### src/rtl/alu_res_queue.sv
// Result queue behind an add/sub stage: tracks in-flight issues, saturates results, buffers them FIFO.
// Optional saturation-event counter enabled by defining ALU_RES_OVF_CNT_EN.
module alu_res_queue #(
    parameter int IN_WL    = 16,
    parameter int OUT_WL   = 15,
    parameter int DEPTH    = 4,
    parameter int PIPE_LAT = 1
) (
    input  logic              clk,
    input  logic              rst,
    input  logic              issue_valid,
    output logic              issue_ok,
    input  logic [IN_WL-1:0]  r,
    output logic              out_valid,
    input  logic              out_ready,
    output logic [OUT_WL-1:0] out_data,
    output logic              out_ovf,
    output logic              err,
    output logic [7:0]        ovf_cnt
);

    localparam int          AW      = $clog2(DEPTH);
    localparam int          CW      = AW + 1;
    localparam int unsigned DEPTH_U = DEPTH;

    logic [PIPE_LAT-1:0] vsr;
    logic [AW-1:0]       wr_ptr, rd_ptr;
    logic [CW-1:0]       count;
    logic [OUT_WL-1:0]   mem_data [DEPTH];
    logic                mem_ovf  [DEPTH];

    logic                arrive, full, pop, push_acc;
    logic                in_range;
    logic [OUT_WL-1:0]   sat_data;
    logic                sat_ovf;
    int unsigned         inflight;

    assign arrive    = vsr[PIPE_LAT-1];
    assign full      = (count == CW'(DEPTH));
    assign out_valid = (count != '0);
    assign pop       = out_valid && out_ready;
    // A full queue only accepts the arriving result when the head leaves in the same cycle.
    assign push_acc  = arrive && (!full || pop);

    always_comb begin
        inflight = 0;
        for (int unsigned i = 0; i < PIPE_LAT; i++) begin
            inflight = inflight + 32'(vsr[i]);
        end
    end

    assign issue_ok = (32'(count) + inflight) < DEPTH_U;

    assign in_range = (&r[IN_WL-1:OUT_WL-1]) || !(|r[IN_WL-1:OUT_WL-1]);

    always_comb begin
        sat_data = r[OUT_WL-1:0];
        sat_ovf  = 1'b0;
        if (!in_range) begin
            sat_ovf  = 1'b1;
            sat_data = r[IN_WL-1] ? {1'b1, {(OUT_WL-1){1'b0}}}
                                  : {1'b0, {(OUT_WL-1){1'b1}}};
        end
    end

    always_ff @(posedge clk) begin
        if (rst) begin
            vsr <= '0;
        end else begin
            vsr[0] <= issue_valid;
            for (int unsigned i = 1; i < PIPE_LAT; i++) begin
                vsr[i] <= vsr[i-1];
            end
        end
    end

    always_ff @(posedge clk) begin
        if (rst) begin
            wr_ptr <= '0;
            rd_ptr <= '0;
            count  <= '0;
            err    <= 1'b0;
        end else begin
            if (push_acc) wr_ptr <= wr_ptr + 1'b1;
            if (pop)      rd_ptr <= rd_ptr + 1'b1;
            case ({push_acc, pop})
                2'b10:   count <= count + 1'b1;
                2'b01:   count <= count - 1'b1;
                default: count <= count;
            endcase
            if (arrive && full && !pop) err <= 1'b1;
        end
    end

    always_ff @(posedge clk) begin
        if (push_acc) begin
            mem_data[wr_ptr] <= sat_data;
            mem_ovf[wr_ptr]  <= sat_ovf;
        end
    end

    assign out_data = out_valid ? mem_data[rd_ptr] : '0;
    assign out_ovf  = out_valid ? mem_ovf[rd_ptr]  : 1'b0;

`ifdef ALU_RES_OVF_CNT_EN
    always_ff @(posedge clk) begin
        if (rst) begin
            ovf_cnt <= '0;
        end else if (push_acc && sat_ovf && (ovf_cnt != 8'hFF)) begin
            ovf_cnt <= ovf_cnt + 8'd1;
        end
    end
`else
    assign ovf_cnt = '0;
`endif

endmodule

### config.mk
export PLATFORM = sky130hd
export DESIGN_NAME = alu_res_queue
export DESIGN_NICKNAME = d
export VERILOG_FILES = /design/src/rtl/alu_res_queue.sv
export SDC_FILE = /design/constraint.sdc
export NUM_CORES = 1
export LEC_CHECK = 0
export CAP_MARGIN = 20
export CORE_MARGIN = 8
export CORE_UTILIZATION = 30
export DETAILED_ROUTE_END_ITERATION = 10
export GPL_TIMING_DRIVEN = 0
export HOLD_SLACK_MARGIN = 0.12
export PLACE_DENSITY = 0.45
export SETUP_SLACK_MARGIN = 0.05
export SKIP_LAST_GASP = 1
export SYNTH_ARGS = -nofsm -noshare
export SYNTH_HDL_FRONTEND = slang
export SYNTH_SLANG_ARGS = --single-unit
### constraint.sdc
create_clock -name clk -period 3.67 [get_ports clk]
set_input_delay 0.734 -clock clk [delete_from_list [all_inputs] [get_ports clk]]
set_output_delay 0.734 -clock clk [all_outputs]
set_load 0.005 [all_outputs]
# Word-level counts from Yosys, hierarchy flattened
# Memory sizes are Yosys's and may differ from the RTL's. A register that Yosys moved wholly into a read port is not among the register bits.
# Cells that the tools add are included.
op_classes:
  add_sub_neg: 5
  magnitude_cmp: 1
  n_eq_ne: 3
  mux: 12
  n_reduce_logical: 13
op_table:
  columns: ["operator", "n"]
  rows:
  - ["two-way mux 15 bit", 3]
  - ["two-way mux 2 bit", 4]
  - ["case mux 3 bit (2 select lines)", 1]
  - ["adder 2 x 1 -> 2 bit, second input constant", 2]
  - ["adder 3 x 1 -> 4 bit", 1]
  - ["logical AND 1 bit", 4]
  - ["< comparator 4 x 3 -> 1 bit, second input constant", 1]
  - ["two-way mux 1 bit", 4]
  - ["adder 3 x 1 -> 3 bit, second input constant", 1]
  - ["equality test 3 bit, second input constant", 1]
  - ["zero test 1 bit", 3]
  - ["nonzero test 3 bit", 1]
  - ["subtractor 3 x 1 -> 3 bit, second input constant", 1]
  - ["equality test 2 x 1 -> 1 bit, second input constant", 1]
  - ["equality test 2 bit, second input constant", 1]
  - ["logical OR 1 bit", 2]
  - ["AND reduction 2 bit", 1]
  - ["nonzero test 2 bit", 1]
  - ["OR reduction 2 bit", 1]
totals:
  regBits: 9
  ramBits: 64
  output_inout_bits: 27
  word_cells: 41
  mem_count: 2
mem_list:
  columns: ["name", "words", "word_bits", "read_ports", "rd_ports_with_merged_regs", "write_ports", "line_no", "rtl"]
  rows:
  - ["mem_data", 4, 15, 1, 1, 1, "29", "logic [OUT_WL-1:0] mem_data [DEPTH];"]
  - ["mem_ovf", 4, 1, 1, 1, 1, "30", "logic mem_ovf [DEPTH];"]

# Logic depth before layout (Yosys ltp)
depth:
  word_depth: 6
  mapped_depth: 9
  mapped_depth_nobuf: 7

# Least setup slack after synthesis
# OpenSTA, ideal clock, no wires.
synth_timing:
  path_kind: "register to register"
  startpoint: "reg count[2]"
  endpoint: "reg count[1]"
  t_arrival_ns: 1.911
  t_required_ns: 3.584
  slack_ns: 1.673
  path_stages_with_launch: 10
  path_buffers: 2
  synth_period_minus_slack_ns: 1.997
  path_cell_list: "dfxtp_1 -> buf_2 -> nor3_2 -> buf_2 -> inv_1 -> nand3_1 -> fa_1 -> inv_1 -> o2111ai_1 -> a211oi_1"
synth_between:
  elab_chain_cells: 6
  word_cells_on_any_way: 10
synth_rtl:
  columns: ["item", "line_no", "rtl"]
  rows:
  - ["from (decl)", "28", "logic [CW-1:0] count;"]
  - ["from (signal assigned)", "87", "2'b10: count <= count + 1'b1;"]
  - ["from (signal assigned)", "88", "2'b01: count <= count - 1'b1;"]
  - ["from (signal assigned)", "89", "default: count <= count;"]
  - ["nonzero test 3 bit (*)", "40", "assign out_valid = (count != '0);"]
  - ["named net out_valid", "14", "output logic out_valid,"]
  - ["logical AND 1 bit (*)", "41", "assign pop = out_valid && out_ready;"]
  - ["logical OR 1 bit", "43", "assign push_acc = arrive && (!full || pop);"]
  - ["logical AND 1 bit", "43", null]
  - ["equality test 2 x 1 -> 1 bit or equality test 2 bit (tied branches)", "86", "case ({push_acc, pop})"]
  - ["case mux 3 bit (2 select lines) or nonzero test 2 bit (tied branches)", null, null]
# Mark *: on every way through the listed nets, which the timed path passes. The rest lies on a longest branch.
# A chain may end at the register's enable or synchronous reset.

# Worst setup path after layout
layout_timing:
  startpoint: "reg count[2]"
  endpoint: "out out_data[13]"
layout_between:
  elab_chain_cells: 2
layout_rtl:
  columns: ["item", "line_no", "rtl"]
  rows:
  - ["nonzero test 3 bit", "40", null]
  - ["two-way mux 15 bit", "102", "assign out_data = out_valid ? mem_data[rd_ptr] : '0;"]
  - ["to (decl)", "16", "output logic [OUT_WL-1:0] out_data,"]
# No other way between the ends.

==> impl_metrics.csv <==
group,metric,value,unit
floorplan,coreArea,0.0108,mm^2
timing,hold_viol_final,0,
floorplan,die_h,121,um
critical_path,end_kind,"output port",
global_route,grtUsageTotal,0.0970,
run_status,outcome,"completed",
critical_path,critPathKind,"reg2out",
timing,max_freq,0.334,GHz
critical_path,r2r_start,"count[2]$_SDFFE_PP0P_",
critical_path,r2r_setup_slack,1170,ps
critical_path,worst-endpoint-arrival,2260,ps
yosys,synth-seq-area-share,0.648,
clock_network,cts_hold_buf,0,
yosys,synthArstFlopShare,0,
yosys,syn_inst,208,
global_route,grt_pass1_wl,10700,um
clock_network,cts_made_buffers,9,
critical_path,rr_worst_depth,9,
place,placed_area,0.00388,mm^2
place,dpl_worst_slack,762,ps
clock_network,post_cts_buffers,0,
floorplan,dieArea,0.0146,mm^2
detailed_routing,antenna_left,0,
clock_network,cts.sinks,75,
yosys,yosysTopAreaCellShare,0.581,
finish,drive_above_1_share,0.205,
power_and_ir_drop,ir_drop,0.000184,V
critical_path,cp_max_fo,10,
clock_network,clkLatencyLatePin,350,ps
place,port_buffers,37,
finish,antenna_cells,0,
detailed_routing,dr.pass1.iters,5,
power_and_ir_drop,p_leak,1.45,nW
floorplan,rows,38,
place,detailed_place_hpwl,4400,um
worst_hold_path,hold_class,"reg2reg",
worst_hold_path,hp-start,"err$_SDFFE_PP0P_",
timing,period_needed,3000,ps
yosys,yosys_warnings,0,
finish,multi_input_area,993,um^2
power_and_ir_drop,power_density,474,mW/mm^2
timing,tightest_slew,888,ps
global_route,grt_pass1_vias,1975,
finish,n_fill_cell,1016,
yosys,syn_area_per_cell,15.9,um^2
timing,slew_headroom,0.408,
critical_path,cp.required,2940,ps
finish,fin_area,0.00410,mm^2
critical_path,worstReg2RegEnd,"count[1]$_SDFFE_PP0P_",
floorplan,dieWidth,121,um
timing,finalSetupViolations,0,
critical_path,cp-start-kind,"flop",
timing,rsz0062_at_grt,"no",
detailed_routing,vias,1827,
critical_path,endpoint,"out_data[13]",
place,gp_congestion,0.715,
yosys,synth_edf_count,64,
clock_network,h-tree-depth,3,
yosys,ys_top_cells_by_area,"edfxtp_1 58%, mux4_2 11%, dfxtp_1 6.7%",
timing,setup-tns-final,0,ps
clock_network,tritoncts,"yes",
detailed_routing,via_per_inst,4.48,
yosys,ys_dominant_reg_cell,"edfxtp_1",
critical_path,startpoint,"count[2]$_SDFFE_PP0P_",
timing,post-route-period-util,0.817,
global_route,grt_max_degree,17,
floorplan,start_util,0.306,
place,placed_cells,392,
yosys,synth_top_cell_by_area,"edfxtp_1",
clock_network,cts_buffer_depth,2,
timing,fin_ws,672,ps
detailed_routing,wl,6830,um
finish,nets,290,
timing,clock_skew,13.9,ps
yosys,synth_cell_types,36,
job,max-cap-violations,0,
detailed_routing,drtIter0Drc,67,
timing,finalMaxSlewViolations,0,
yosys,syn_area,0.00331,mm^2
global_route,overflow,0,
global_route,antenna_found_initial,0,
finish,regArea,0.00214,mm^2
finish,layout.cells.non_filler,408,
floorplan,pin_count,47,
clock_network,path_clk_slew,80,ps
detailed_routing,drcViolationCount,0,
clock_network,post_cts_resized,0,
clock_network,clock-root-buffer,"clkbuf_8",
detailed_routing,routedWlPerCell,16.7,um
yosys,ys_ff_latch,75,
finish,area_growth,24.0,%
## flip-flops by register name (all words and copies together) (netlist names), named ones only
| register | count |
|---|---|
| count | 3 |
| rd_ptr | 2 |
| arrive | 1 |
| wr_ptr | 2 |
| mem_ovf | 4 |
| err | 1 |
| mem_data | 60 |
## layer usage
metal	global-route usage	routed length, um	vias up
met5	0	0	-
met4	0.0445	117	0
met3	0.0242	293	11
met2	0.151	3170	36
met1	0.125	3250	901
li1	-	-	879
## worst min-delay path by stage
stage                        to  depth (start not counted)
2_1_floorplan  err$_SDFFE_PP0P_                          2
3_3_place_gp   err$_SDFFE_PP0P_                          2
3_5_place_dp   err$_SDFFE_PP0P_                          2
4_1_cts        err$_SDFFE_PP0P_                          2
5_1_grt        err$_SDFFE_PP0P_                          2
6_report       err$_SDFFE_PP0P_                          2
## cells by family (layout without fill, tap and decap cells)
group	Yosys count	in the layout	share of synthesized area
buffers and inverters	32	85	0.0594
DFF	75	75	0.648
adders and majority gates	7	7	0.0288
AOI/OAI and AO/OA	31	31	0.0662
other	1	8	0.00113
xor gates and xnor gates	4	4	0.0106
muxes	16	16	0.109
and+or+nand+nor	42	42	0.0768
## where the power goes
part | total, mW | switching [mW] | internal, mW
Combinational | 0.258 | 0.123 | 0.135
Clock | 0.714 | 0.326 | 0.388
Sequential | 0.970 | 0.00734 | 0.963
## cell type report
class,instances,share of cell area
clock inverter,7,0.0238
clock buffer,9,0.0302
timing repair buffer,37,0.0904
sequential,75,0.523
multi-input combinational,108,0.242
buffer,23,0.0397
inverter,9,0.00824
tap,140,0.0427
## placed cells by master (no fill, tap or decap), drive strengths merged, types with 3 or more instances in the layout
master	synthesis	final
clkdlybuf4s50	0	37
dfxtp	11	11
nand3	5	5
a21o	14	14
buf	19	19
ha	6	6
nor2	6	6
o21ai	3	3
a21oi	4	4
conb	1	8
xor2	3	3
inv	9	12
and3	4	4
edfxtp	64	64
clkbuf	4	13
mux4	16	16
nor2b	18	18
## cell usage after synthesis, types with 3 or more instances
library cell	n
buf_4	8
mux4_2	16
nor2b_1	18
ha_1	6
inv_1	9
nand3_1	5
o21ai_0	3
buf_6	5
and3_1	4
clkbuf_1	3
xor2_1	3
nor2_1	6
a21oi_1	4
dfxtp_1	11
a21o_1	14
edfxtp_1	64
buf_2	6
## through the flow
stage	total power [mW]	hold WS, ps	util
after floorplan	1.14	460	-
after global placement	1.25	462	0.359
after detailed placement	1.26	462	0.359
after CTS	1.96	498	0.380
after global routing	2.03	516	0.380
final	1.94	497	0.380
## critical path: stages (launching register included)
cell             delay (ps)
dfxtp_1                 310
buf_2                   180
nor3_2                  460
buf_2                   400
nor2b_1                 100
clkdlybuf4s50_1         460
No activity file was read; power rests on OpenSTA's default activity.
==> RTL change 1: new RTL, config.mk and constraints unchanged <==
Put one more register stage on the output `err`, cleared by the reset. The value now appears one clock later. The other outputs are not delayed to match.
--- a/src/rtl/alu_res_queue.sv
+++ b/src/rtl/alu_res_queue.sv
@@ -22,6 +22,8 @@
     localparam int          AW      = $clog2(DEPTH);
     localparam int          CW      = AW + 1;
     localparam int unsigned DEPTH_U = DEPTH;
+
+    logic err_s0;
 
     logic [PIPE_LAT-1:0] vsr;
     logic [AW-1:0]       wr_ptr, rd_ptr;
@@ -79,7 +81,7 @@
             wr_ptr <= '0;
             rd_ptr <= '0;
             count  <= '0;
-            err    <= 1'b0;
+            err_s0 <= 1'b0;
         end else begin
             if (push_acc) wr_ptr <= wr_ptr + 1'b1;
             if (pop)      rd_ptr <= rd_ptr + 1'b1;
@@ -88,7 +90,7 @@
                 2'b01:   count <= count - 1'b1;
                 default: count <= count;
             endcase
-            if (arrive && full && !pop) err <= 1'b1;
+            if (arrive && full && !pop) err_s0 <= 1'b1;
         end
     end
 
@@ -114,5 +116,13 @@
     assign ovf_cnt = '0;
 `endif
 
+    always_ff @(posedge clk) begin
+        if (rst) begin
+            err <= '0;
+        end else begin
+            err <= err_s0;
+        end
+    end
+
 endmodule
 
Behaviour: not the same (a bounded check fails within 10 cycles, from zero or initial values and one cycle with rst high).
==> RTL change 1 against the unedited design <==
  * Sequential share of layout area is 0.55 points higher
  * Cell area down 0.12%
  * Area after synthesis is 0.49% higher
  * Setup slack improved by 8.6 ps
  * Non-clock buffer count fell by 1
  * Hold slack worse by 15 ps
  * Clock skew down 6.0 ps
  * Sequential cell count increased by 1
  * Routed wire length decreased by 2.6%
Power is not compared: it rests on default switching activity, and its combinational part moved more than twofold at a synthesized area within 25%.
==> RTL change 1: results (changes against the unedited design) <==
Outcome
  • Status: finished, final reports clean (unchanged)

Logic synthesis
  • Ys flop type: edfxtp_1 (unchanged)
  • Post-synthesis compound-gate area fraction: 0.0565 (was 0.0662)
  • Adder-cell share of the synthesized area: 0.0286 (was 0.0288)
  • Number of flops mapped to enable cells by yosys: 64 (unchanged)
  • Area contributors post-synth: edfxtp_1 (58%), mux4_2 (11%), dfxtp_1 (7.2%) (was edfxtp_1 (58%), mux4_2 (11%), dfxtp_1 (6.7%))
  • Post-synthesis average cell area: 16.0 um^2 (was 15.9 um^2)
  • Synth cell count leaders: edfxtp_1 (64), nor2b_1 (19), mux4_2 (16) (was edfxtp_1 (64), nor2b_1 (18), mux4_2 (16))
  • Synth cell types: 36 (unchanged)
  • Synth Area in XOR/XNOR: 0.00791 (was 0.0106)
  • Mux contribution to synthesized area: 0.118 (was 0.109)
  • Register area share after synthesis: 0.651 (was 0.648)

Finish
  • Fraction of layout cells with a size suffix above 1: 0.206 (was 0.205)
  • Design Area, Final: 0.00409 mm^2 (was 0.00410 mm^2)
  • Net total in the final layout: 289 (was 290)
  • # fillers: 1076 (was 1016)

Placed design
  • Gp weighted congestion: 0.709 (was 0.715)
  • Cells after DPL: 391 (was 392)
  • Placed instance area: 0.00389 mm^2 (was 0.00388 mm^2)
  • Post-DP HPWL: 4.33 mm (was 4.40 mm)
  • Setup WS pre-CTS: 731 ps (was 762 ps)

Drt
  • DR pass1 iterations: 4 (was 5)
  • Vias per cell: 4.41 (was 4.48)
  • Iter 0 DRT Violations: 56 (was 67)
  • Wire length per cell: 16.3 um (was 16.7 um)
  • Vias: 1796 (was 1827)

Clocking
  • Clock transition at path regs: 80 ps (about the same)
  • TritonCTS Buffers: 9 (unchanged)
  • Max clock buf depth: 2 (unchanged)
  • Clk_lat worst skew: 350 ps (about the same)

Die
  • Horiz. Die Dim: 121 um (about the same)

Power
  • Sw Ratio: 0.283
  • Leakage power: 1.46 nW
  • VDD IR max: 176 uV

Global route
  • Vias in the first global route: 1932 (was 1975)
  • Pin count of the biggest net entering global routing: 17 (unchanged)
  • GRT Resource Usage Total: 0.0947 (was 0.0970)
  • First-pass GRT wire length: 10.3 mm (was 10.7 mm)

Timing
  • Clock Skews: 7.84 ps (was 13.9 ps)
  • Worst-Margin Slew: 902 ps (was 888 ps)

Worst setup path
  • WP data arrival: 2250 ps

Hold path
  • WHS Path Cells: 1 (was 2)
## RTL change 1: changes by cell type after synthesis, sizes merged, moves of 2 or more
cell | before | now
buf | 19 | 17
mux2 | 0 | 2
nand2 | 2 | 0
nand2b | 0 | 2
nand3 | 5 | 3
nor2 | 6 | 11
o2111ai | 2 | 0
## RTL change 1: cell type report
class	instances	share of cell area
sequential	76	0.528
multi-input combinational	108	0.246
timing repair buffer	37	0.0905
tap	140	0.0428
buffer	22	0.0364
clock buffer	10	0.0312
clock inverter	6	0.0177
inverter	8	0.00733
## RTL change 1: worst paths after layout
check	slack, ps	end	from
worst max-delay path	680	out_data[5]	count[1]$_SDFFE_PP0P_
worst min-delay path	480	err$_SDFF_PP0_	err_s0$_SDFFE_PP0P_
worst max register to register	1250	count[2]$_SDFFE_PP0P_	count[1]$_SDFFE_PP0P_
worst min register to register	480	err$_SDFF_PP0_	err_s0$_SDFFE_PP0P_
## RTL change 1: power by group through the flow
| stage | clock [W] | combinational, W | sequential, W |
|---|---|---|---|
| after floorplan | 0 | 0.000386 | 0.00102 |
| after global placement | 0 | 0.000712 | 0.00103 |
| after detailed placement | 0 | 0.000713 | 0.00103 |
| after CTS | 0.000663 | 0.000716 | 0.00101 |
| after global routing | 0.000692 | 0.000766 | 0.00101 |
| final | 0.000645 | 0.000691 | 0.00101 |
## RTL change 1: worst max-delay path: cells and delay by family, from the launching register on
family                 cells  cell delay (ps)
AND/OR/NAND/NOR            2              570
flip-flops                 1              310
buffers and inverters      3             1010
## RTL change 1: metal layers
layer | track usage | share of wire | vias up
met3 | 0.0265 | 0.059 | 11
met2 | 0.149 | 0.47 | 43
li1 | - | - | 867
met1 | 0.113 | 0.45 | 875
met4 | 0.0594 | 0.025 | 0
met5 | 0 | 0 | -
==> RTL change 2: new RTL, same flow settings <==
Made on the original files. Set the parameter `IN_WL` to 24 (it was 16).
--- a/src/rtl/alu_res_queue.sv
+++ b/src/rtl/alu_res_queue.sv
@@ -1,7 +1,7 @@
 // Result queue behind an add/sub stage: tracks in-flight issues, saturates results, buffers them FIFO.
 // Optional saturation-event counter enabled by defining ALU_RES_OVF_CNT_EN.
 module alu_res_queue #(
-    parameter int IN_WL    = 16,
+    parameter int IN_WL    = 24,
     parameter int OUT_WL   = 15,
     parameter int DEPTH    = 4,
     parameter int PIPE_LAT = 1
Ports: changed (resized r); port bits go from 47 to 55. No check against the original RTL was run, so the function may have changed too.
==> RTL change 2 against the unedited design <==
  * Total power up 5.8%
  * Cell count is 12% higher
  * Setup slack got worse by 3.4 ps
  * Global-route usage up 0.51 points
  * Sequential cell count unchanged
  * Cell area is 9.7% higher
  * Routed wire length increased by 12%
  * Area after synthesis increased by 7.3%
  * Critical endpoint is now out_data[6]
  * Largest power group unchanged
==> RTL change 2: results (changes against the unedited design) <==
Outcome
  • Status: finished, final reports clean (unchanged)

Global route
  • First-pass GRT wire length: 12.3 mm (was 10.7 mm)
  • M2 GR Usage: 0.165 (was 0.151)
  • Met1 usage: 0.120 (was 0.125)
  • Met3 GRT Util: 0.0281 (was 0.0242)

Power
  • VDD IR max: 192 uV (was 184 uV)
  • Seq pwr share: 0.464 (was 0.499)
  • Comb. pwr: 0.000251 W (was 0.000258 W)
  • PD cells: 457 mW/mm^2 (was 474 mW/mm^2)

Logic synthesis
  • Synth cell count leaders: edfxtp_1 (64), nand2_1 (31), nor2b_1 (17) (was edfxtp_1 (64), nor2b_1 (18), mux4_2 (16))
  • Post-synthesis average cell area: 14.5 um^2 (was 15.9 um^2)
  • Register area share after synthesis: 0.604 (was 0.648)
  • Area contributors post-synth: edfxtp_1 (54%), mux4_2 (10%), dfxtp_1 (6.2%) (was edfxtp_1 (58%), mux4_2 (11%), dfxtp_1 (6.7%))
  • Synth cell types: 43 (was 36)

Placed design
  • Placed instance area: 0.00420 mm^2 (was 0.00388 mm^2)
  • Post-DP HPWL: 5.42 mm (was 4.40 mm)
  • Cells after DPL: 439 (was 392)
  • Setup WS pre-CTS: 928 ps (was 762 ps)

Timing
  • Worst-Margin Slew: 916 ps (was 888 ps)
  • Upper clock frequency limit: 333 MHz (was 334 MHz)

Finish
  • Design Area, Final: 0.00450 mm^2 (was 0.00410 mm^2)
  • Fraction of layout cells with a size suffix above 1: 0.231 (was 0.205)
  • Non-clock buffer share: 0.140 (was 0.130)
  • # fillers: 1102 (was 1016)

Worst setup path
  • Worst Setup EP: out_data[6] (was out_data[13])
  • Crit-path max cell delay: 550 ps (was 460 ps)
  • Reg-to-reg slack, setup: 1040 ps (was 1170 ps)

Drt
  • Vias per cell: 4.70 (was 4.48)
  • Iter 0 DRT Violations: 99 (was 67)

Clocking
  • Clock transition at path regs: 60 ps (was 80 ps)
  • Clk_lat worst skew: 330 ps (was 350 ps)
[RTL change 2: cell count changes after synthesis, sizes merged, moves of 2 or more]
| cell | before | now |
|---|---|---|
| nor4 | 0 | 2 |
| a21o | 14 | 0 |
| buf | 19 | 23 |
| nand2 | 2 | 31 |
| inv | 9 | 7 |
| ha | 6 | 4 |
| o221ai | 0 | 14 |
| and4 | 0 | 2 |
[RTL change 2: cell families (layout without fill, tap and decap cells)]
logic type | after synthesis | count (layout) | synth area share
adder cells (fa/ha/maj) | 5 | 5 | 0.0197
flip-flops | 75 | 75 | 0.604
AO/OA/AOI/OAI | 33 | 33 | 0.0892
buffers and inverters | 34 | 95 | 0.0575
AND/OR/NAND/NOR | 76 | 76 | 0.117
XOR/XNOR | 4 | 4 | 0.00987
other | 1 | 8 | 0.00106
multiplexers | 16 | 16 | 0.102
[RTL change 2: routing by layer]
metal  share of wire  vias up
met4           0.020        0
li1                -     1040
met3           0.045       11
met2            0.49       42
met1            0.45     1047
met5               0        -
